$ cat config.mk
export PLATFORM = sky130hd
export DESIGN_NAME = cordic_iter_hs_flat
export DESIGN_NICKNAME = d
export VERILOG_FILES = /design/src/rtl/cordic_iter_hs_if.sv /design/src/rtl/cordic_iter_hs.sv /design/src/flat_wrapper.sv
export SDC_FILE = /design/constraint.sdc
export NUM_CORES = 1
export LEC_CHECK = 0
export BUFFER_PORTS_ARGS = -buffer_cell sky130_fd_sc_hd__buf_2
export CAP_MARGIN = 10
export CORE_MARGIN = 5
export CORE_UTILIZATION = 50
export CTS_CLUSTER_DIAMETER = 40
export DETAILED_ROUTE_END_ITERATION = 8
export GPL_TIMING_DRIVEN = 0
export PLACE_DENSITY_LB_ADDON = 0.2
export SLEW_MARGIN = 10
export SYNTH_ARGS = -nofsm -noshare
export SYNTH_HDL_FRONTEND = slang
export SYNTH_SLANG_ARGS = --single-unit
$ cat constraint.sdc
create_clock -name clk_in -period 8.65 [get_ports clk_in]
set_input_delay 1.2975 -clock clk_in [delete_from_list [all_inputs] [get_ports clk_in]]
set_output_delay 1.2975 -clock clk_in [all_outputs]
set_load 0.01 [all_outputs]
$ cat src/rtl/cordic_iter_hs_if.sv
// Valid/ready operand and result channels of the iterative CORDIC engine.
// The slave modport is the engine side; master is the producer/consumer side.
interface cordic_iter_hs_if #(
    parameter int XY_BITS = 16,
    parameter int PH_BITS = 32
);
    logic                      valid_in;
    logic                      ready_out;
    logic                      mode_in;
    logic signed [XY_BITS-1:0] x_i;
    logic signed [XY_BITS-1:0] y_i;
    logic        [PH_BITS-1:0] phase_in;
    logic                      valid_out;
    logic                      ready_in;
    logic signed [XY_BITS+1:0] x_o;
    logic signed [XY_BITS+1:0] y_o;
    logic        [PH_BITS-1:0] phase_out;

    modport slave (
        input  valid_in, mode_in, x_i, y_i, phase_in, ready_in,
        output ready_out, valid_out, x_o, y_o, phase_out
    );

    modport master (
        output valid_in, mode_in, x_i, y_i, phase_in, ready_in,
        input  ready_out, valid_out, x_o, y_o, phase_out
    );
endinterface

$ cat src/rtl/cordic_iter_hs.sv
// Iterative CORDIC (one micro-rotation per clock), ROTATE/VECTOR, valid/ready on both sides.
// Optional macro CORDIC_GAIN_COMP_EN adds a COMP state that scales x/y back to unity gain.
module cordic_iter_hs #(
    parameter int XY_BITS    = 16,
    parameter int PH_BITS    = 32,
    parameter int ITERATIONS = 16
) (
    input  logic             clk_in,
    input  logic             rst_n,
    cordic_iter_hs_if.slave  bus,
    output logic             busy
);
    localparam int W  = XY_BITS + 2;
    localparam int CW = $clog2(ITERATIONS);
    localparam logic [PH_BITS-1:0] HALF = {1'b1, {(PH_BITS-1){1'b0}}};

    typedef enum logic [1:0] {
        IDLE,
        RUN,
`ifdef CORDIC_GAIN_COMP_EN
        COMP,
`endif
        HOLD
    } state_t;

    state_t                    state_q;
    logic         [CW-1:0]     iter_q;
    logic                      ready_out_q;
    logic                      valid_out_q;
    logic                      busy_q;
    logic signed  [W-1:0]      x_o_q;
    logic signed  [W-1:0]      y_o_q;
    logic         [PH_BITS-1:0] ph_o_q;

    logic                      mode_q;
    logic signed  [W-1:0]      x_q;
    logic signed  [W-1:0]      y_q;
    logic signed  [PH_BITS-1:0] z_q;

    logic                      accept;
    logic                      flip;
    logic signed  [W-1:0]      x_ext, y_ext, x_pre, y_pre;
    logic         [PH_BITS-1:0] z_pre;
    logic signed  [W-1:0]      x_sh, y_sh, x_d, y_d;
    logic         [PH_BITS-1:0] z_d;
    logic         [31:0]       atan_full;
    logic         [PH_BITS-1:0] atan_i;
    logic                      d_pos;

    // round(atan(2^-i) * 2^32 / (2*pi))
    function automatic logic [31:0] atan_tab(input logic [4:0] idx);
        case (idx)
            5'd0:  atan_tab = 32'h2000_0000;
            5'd1:  atan_tab = 32'h12E4_051E;
            5'd2:  atan_tab = 32'h09FB_385B;
            5'd3:  atan_tab = 32'h0511_11D4;
            5'd4:  atan_tab = 32'h028B_0D43;
            5'd5:  atan_tab = 32'h0145_D7E1;
            5'd6:  atan_tab = 32'h00A2_F61E;
            5'd7:  atan_tab = 32'h0051_7C55;
            5'd8:  atan_tab = 32'h0028_BE53;
            5'd9:  atan_tab = 32'h0014_5F2F;
            5'd10: atan_tab = 32'h000A_2F98;
            5'd11: atan_tab = 32'h0005_17CC;
            5'd12: atan_tab = 32'h0002_8BE6;
            5'd13: atan_tab = 32'h0001_45F3;
            5'd14: atan_tab = 32'h0000_A2FA;
            5'd15: atan_tab = 32'h0000_517D;
            5'd16: atan_tab = 32'h0000_28BE;
            5'd17: atan_tab = 32'h0000_145F;
            5'd18: atan_tab = 32'h0000_0A30;
            5'd19: atan_tab = 32'h0000_0518;
            5'd20: atan_tab = 32'h0000_028C;
            5'd21: atan_tab = 32'h0000_0146;
            5'd22: atan_tab = 32'h0000_00A3;
            5'd23: atan_tab = 32'h0000_0051;
            5'd24: atan_tab = 32'h0000_0029;
            5'd25: atan_tab = 32'h0000_0014;
            5'd26: atan_tab = 32'h0000_000A;
            5'd27: atan_tab = 32'h0000_0005;
            5'd28: atan_tab = 32'h0000_0003;
            5'd29: atan_tab = 32'h0000_0001;
            5'd30: atan_tab = 32'h0000_0001;
            default: atan_tab = 32'h0000_0000;
        endcase
    endfunction

`ifdef CORDIC_GAIN_COMP_EN
    localparam logic signed [17:0] K_GAIN = 18'sd39797;

    // v * K / 2^16, rounded half-up
    function automatic logic signed [W-1:0] gain_round(input logic signed [W-1:0] v);
        logic signed [W+17:0] p;
        logic signed [W+17:0] s;
        p = (W+18)'(v) * (W+18)'(K_GAIN);
        p = p + (W+18)'(32'sd32768);
        s = p >>> 16;
        gain_round = s[W-1:0];
    endfunction
`endif

    assign accept = (state_q == IDLE) && ready_out_q && bus.valid_in;

    // Quadrant pre-rotation: fold the operand into +-90 deg by a 180 deg turn.
    always_comb begin
        x_ext = {{2{bus.x_i[XY_BITS-1]}}, bus.x_i};
        y_ext = {{2{bus.y_i[XY_BITS-1]}}, bus.y_i};
        flip  = bus.mode_in ? bus.x_i[XY_BITS-1]
                            : (bus.phase_in[PH_BITS-1] ^ bus.phase_in[PH_BITS-2]);
        x_pre = flip ? -x_ext : x_ext;
        y_pre = flip ? -y_ext : y_ext;
        z_pre = bus.phase_in;
        if (flip)
            z_pre = bus.mode_in ? bus.phase_in + HALF : bus.phase_in - HALF;
    end

    always_comb begin
        x_sh      = x_q >>> iter_q;
        y_sh      = y_q >>> iter_q;
        atan_full = atan_tab(5'(iter_q)) >> (32 - PH_BITS);
        atan_i    = atan_full[PH_BITS-1:0];
        d_pos     = mode_q ? y_q[W-1] : ~z_q[PH_BITS-1];
        if (d_pos) begin
            x_d = x_q - y_sh;
            y_d = y_q + x_sh;
            z_d = z_q - atan_i;
        end else begin
            x_d = x_q + y_sh;
            y_d = y_q - x_sh;
            z_d = z_q + atan_i;
        end
    end

    // Working datapath registers carry no reset; control below qualifies them.
    always_ff @(posedge clk_in) begin
        case (state_q)
            IDLE: if (accept) begin
                mode_q <= bus.mode_in;
                x_q    <= x_pre;
                y_q    <= y_pre;
                z_q    <= z_pre;
            end
            RUN: begin
                x_q <= x_d;
                y_q <= y_d;
                z_q <= z_d;
            end
`ifdef CORDIC_GAIN_COMP_EN
            COMP: begin
                x_q <= gain_round(x_q);
                y_q <= gain_round(y_q);
            end
`endif
            default: ;
        endcase
    end

    always_ff @(posedge clk_in or negedge rst_n) begin
        if (!rst_n) begin
            state_q     <= IDLE;
            iter_q      <= '0;
            ready_out_q <= 1'b0;
            valid_out_q <= 1'b0;
            busy_q      <= 1'b0;
            x_o_q       <= '0;
            y_o_q       <= '0;
            ph_o_q      <= '0;
        end else begin
            case (state_q)
                IDLE: begin
                    if (accept) begin
                        ready_out_q <= 1'b0;
                        busy_q      <= 1'b1;
                        iter_q      <= '0;
                        state_q     <= RUN;
                    end else begin
                        ready_out_q <= 1'b1;
                    end
                end
                RUN: begin
                    if (iter_q == CW'(ITERATIONS-1)) begin
                        busy_q  <= 1'b0;
`ifdef CORDIC_GAIN_COMP_EN
                        state_q <= COMP;
`else
                        state_q <= HOLD;
`endif
                    end else begin
                        iter_q <= iter_q + CW'(1);
                    end
                end
`ifdef CORDIC_GAIN_COMP_EN
                COMP: state_q <= HOLD;
`endif
                HOLD: begin
                    // First HOLD cycle registers the result; it then stays put until taken.
                    if (!valid_out_q) begin
                        x_o_q       <= x_q;
                        y_o_q       <= y_q;
                        ph_o_q      <= z_q;
                        valid_out_q <= 1'b1;
                    end else if (bus.ready_in) begin
                        valid_out_q <= 1'b0;
                        ready_out_q <= 1'b1;
                        state_q     <= IDLE;
                    end
                end
                default: state_q <= IDLE;
            endcase
        end
    end

    assign bus.ready_out = ready_out_q;
    assign bus.valid_out = valid_out_q;
    assign bus.x_o       = x_o_q;
    assign bus.y_o       = y_o_q;
    assign bus.phase_out = ph_o_q;
    assign busy          = busy_q;
endmodule
$ cat src/flat_wrapper.sv
// flat-port wrapper written by rule: the top's interface ports become plain ports
module cordic_iter_hs_flat 
#(
    parameter int XY_BITS    = 16,
    parameter int PH_BITS    = 32,
    parameter int ITERATIONS = 16
)
  (clk_in, rst_n, busy, bus_valid_in, bus_mode_in, bus_x_i, bus_y_i, bus_phase_in, bus_ready_in, bus_ready_out, bus_valid_out, bus_x_o, bus_y_o, bus_phase_out);
  cordic_iter_hs_if #(.XY_BITS(XY_BITS), .PH_BITS(PH_BITS)) bus_i ();
  input  logic clk_in;
  input  logic rst_n;
  output logic busy;
  input wire logic [$bits(bus_i.valid_in)-1:0] bus_valid_in;
  input wire logic [$bits(bus_i.mode_in)-1:0] bus_mode_in;
  input wire logic [$bits(bus_i.x_i)-1:0] bus_x_i;
  input wire logic [$bits(bus_i.y_i)-1:0] bus_y_i;
  input wire logic [$bits(bus_i.phase_in)-1:0] bus_phase_in;
  input wire logic [$bits(bus_i.ready_in)-1:0] bus_ready_in;
  output wire logic [$bits(bus_i.ready_out)-1:0] bus_ready_out;
  output wire logic [$bits(bus_i.valid_out)-1:0] bus_valid_out;
  output wire logic [$bits(bus_i.x_o)-1:0] bus_x_o;
  output wire logic [$bits(bus_i.y_o)-1:0] bus_y_o;
  output wire logic [$bits(bus_i.phase_out)-1:0] bus_phase_out;
  assign bus_i.valid_in = bus_valid_in;
  assign bus_i.mode_in = bus_mode_in;
  assign bus_i.x_i = bus_x_i;
  assign bus_i.y_i = bus_y_i;
  assign bus_i.phase_in = bus_phase_in;
  assign bus_i.ready_in = bus_ready_in;
  assign bus_ready_out = bus_i.ready_out;
  assign bus_valid_out = bus_i.valid_out;
  assign bus_x_o = bus_i.x_o;
  assign bus_y_o = bus_i.y_o;
  assign bus_phase_out = bus_i.phase_out;
  cordic_iter_hs #(.XY_BITS(XY_BITS), .PH_BITS(PH_BITS), .ITERATIONS(ITERATIONS)) u_core (.clk_in(clk_in), .rst_n(rst_n), .bus(bus_i), .busy(busy));
endmodule
==> results.toml <==
[setup_path]
criticalPathCategory = "reg -> reg"
worstPathRequired_ns = 8.79
path_cells = "buf_2 -> inv_1 -> clkbuf_1 -> clkbuf_1 -> ha_1 -> clkbuf_1 -> o211ai_1 -> nor3b_1 -> nor2b_1 -> nor2b_1 -> nand2_1 -> or3b_1 -> and2_1 -> clkbuf_1 -> xnor2_1 -> ha_1 -> or2_2 -> a2111oi_0 -> a21oi_1 -> o2111ai_1 -> a31oi_1 -> o21ai_0 -> xnor2_1 -> o21ai_0"
critPathMaxFanout = 13
slowest_delay_ns = 0.84
r2r_end = "u_core.z_q[31]$_DFFE_PP_"
reg2reg_slack_ns = 0.89
start_kind = "register"
end_kind = "register"
slowest_stage = "a2111oi_0"
cp.arrival_ns = 7.90
r2r_start = "u_core.iter_q[1]$_DFFE_PN0P_"
worstRegToRegCells = 24
crit_path_frequent_cell = "clkbuf_1"

[sta]
min_period_ns = 7.76
worstMarginPinSlew_ns = 1.07
tns_ns = 0
period_share = 0.897
fmax_ghz = 0.129
setup_viol = 0
rsz0062_at_grt = "no"
relSlewSlack = 0.271
maxSlewViolCount = 0
hold_violations = 0
skew_ns = 0.0150

[finish]
drive_gt1_frac = 0.207
seqCellArea_mm2 = 0.00400
final_cell_mix = "162 x nand2_1, 153 x buf_2, 111 x o21ai_0, 105 x a21oi_1, 96 x nor2_1"
areaGrowthSynthToFinish_pct = 13.4
diodes = 0
fill_cells = 2352
layout_commonest_cell = "nand2_1"
multiInputGateArea_mm2 = 0.00863
nets = 1736

[placement]
io_buffers = 139
gp_congestion = 1.04
dp_hpwl_mm = 33.8

[clocking]
postCtsSetupBuffers = 0
clockRootBuffer = "clkbuf_16"
clock_path_buffers = 2
clkTransAtPathRegs_ns = 0.07
cts_htree_levels = 4
cts_tree = "built"
hold_buffers = 0
cts-buffers-inserted = 17
cts_resized = 0
cts.sink_count = 146
clkLatencyLatePin_ns = 0.43

[route]
drt_iter0_drc = 976
route.vias.total = 12030
drt_first_pass_iters = 7
route.detailed.drc = 0
ant_nets = 0
drt_wl_total_mm = 44.7
vias_per_cell = 6.22
wire_per_inst_um = 23.1
routed.top_layer = "met4"
wl_met1_mm = 18.4
wl_met2_mm = 21.2
wl_met3_mm = 3.07

[global_routing]
grt_use_total = 0.298
grt_max_degree = 51
grt_pass1_wl_mm = 67.2
grt_pass1_vias = 11647
grt_overflow = 0
antenna_found_initial = 0

[yosys]
ys_seq_elements = 146
synth_edf_count = 69
synthesis.nets = 1576
synthArstFlopShare = 0.527
netlist_area_mm2 = 0.0132
ys_warn_count = 0
synth_top_cell_area_share = 0.157
seq_area_frac_synth = 0.304
yosys.area.top_type = "edfxtp_1"
syn_avg_cell_area_um2 = 9.24
synth_area_leaders = "edfxtp_1 16%, dfrtp_1 15%, ha_1 7.5%, mux2_2 6.8%, xnor2_1 6.0%"
syn-instance-count = 1425
synth_cell_types = 87
synth-main-ff-cell = "dfrtp_1"

[die]
core_area_mm2 = 0.0260
start_util = 0.507
die_w_um = 172
ioPinCount = 140
die_y_um = 172
die-area_mm2 = 0.0297
rows = 59

[worst_hold_path]
worstHoldStart = "u_core.bus.x_o[4]$_DFFE_PN0P_"
hold_path_end = "u_core.bus.x_o[4]$_DFFE_PN0P_"
whs_path_depth = 1
min_path_type = "reg -> reg"

[job]
drv_cap = 0

[outcome]
status = "completed"
==> sequential cells by signal (all words and copies together), names as in the netlist, 2 cells and up <==
name,cells
u_core.bus.y_o,18
u_core.state_q,2
u_core.bus.x_o,18
u_core.x_q,18
u_core.z_q,32
u_core.iter_q,4
u_core.bus.phase_out,32
u_core.y_q,18
==> synthesized netlist by cell type (29+ instances only) <==
| master | n |
|---|---|
| dfrtp_1 | 77 |
| o21ai_0 | 111 |
| mux2_2 | 80 |
| edfxtp_1 | 69 |
| ha_1 | 79 |
| inv_1 | 48 |
| mux2i_1 | 29 |
| xnor2_1 | 90 |
| nand2_1 | 163 |
| xor2_1 | 45 |
| a21oi_1 | 105 |
| clkbuf_1 | 42 |
| nor2_1 | 96 |
==> cell families (layout without fill, tap and decap cells) <==
| logic type | after synthesis | after routing | share of synthesized area |
|---|---|---|---|
| buffers and inverters | 124 | 297 | 0.0415 |
| and+or+nand+nor | 402 | 402 | 0.144 |
| AOI/OAI and AO/OA | 384 | 384 | 0.181 |
| DFF | 146 | 146 | 0.304 |
| adders and majority gates | 82 | 82 | 0.0796 |
| muxes | 152 | 152 | 0.160 |
| xor gates and xnor gates | 135 | 135 | 0.0898 |
==> layout make-up <==
class | instances | area share
Clock buffer | 18 | 0.0294
Clock inverter | 14 | 0.00956
Multi-Input combinational cell | 1155 | 0.578
Sequential cell | 146 | 0.268
Tap cell | 335 | 0.0281
Buffer | 73 | 0.0238
Timing Repair Buffer | 141 | 0.0505
Inverter | 51 | 0.0128
==> worst max-delay path by stage <==
stage / start / endpoint / slack, ns / cells past startpoint
after floorplan: u_core.iter_q[1]$_DFFE_PN0P_ / u_core.z_q[25]$_DFFE_PP_ / 2.62 / 23
after global placement: u_core.iter_q[1]$_DFFE_PN0P_ / u_core.z_q[31]$_DFFE_PP_ / 1.38 / 23
after detailed placement: u_core.iter_q[1]$_DFFE_PN0P_ / u_core.z_q[31]$_DFFE_PP_ / 1.25 / 23
after CTS: u_core.iter_q[1]$_DFFE_PN0P_ / u_core.z_q[31]$_DFFE_PP_ / 1.18 / 24
after global routing: u_core.iter_q[1]$_DFFE_PN0P_ / u_core.z_q[31]$_DFFE_PP_ / 0.56 / 24
final: u_core.iter_q[1]$_DFFE_PN0P_ / u_core.z_q[31]$_DFFE_PP_ / 0.89 / 24
==> stage by stage <==
stage | hold WS (ns) | util | cell area [um^2] | cells | setup slack, ns
6_report | 0.498 | 0.574 | 14900 | 1933 | 0.889
2_1_floorplan | 0.481 | - | 13200 | 1425 | 2.62
3_5_place_dp | 0.489 | 0.552 | 14300 | 1901 | 1.25
5_1_grt | 0.508 | 0.574 | 14900 | 1933 | 0.558
3_3_place_gp | 0.484 | 0.550 | 14300 | 1899 | 1.38
4_1_cts | 0.503 | 0.574 | 14900 | 1933 | 1.18
==> critical path: cells and delay by family (launching register included) <==
family	cells	cell delay (ns)
AO/OA/AOI/OAI	7	2.16
flip-flops	1	0.46
XOR/XNOR	2	0.36
buffers and inverters	6	2.06
AND/OR/NAND/NOR	7	1.86
adder cells (fa/ha/maj)	2	0.55
==> per-layer routing <==
layer  vias up  track usage
li1       5554            -
met1      5828        0.389
met2       555        0.494
met3        93       0.0437
met4         0        0.127
met5         -            0
Power is not shown: default switching activity piles up to over one toggle a cycle in this logic, so the estimate is an artifact.
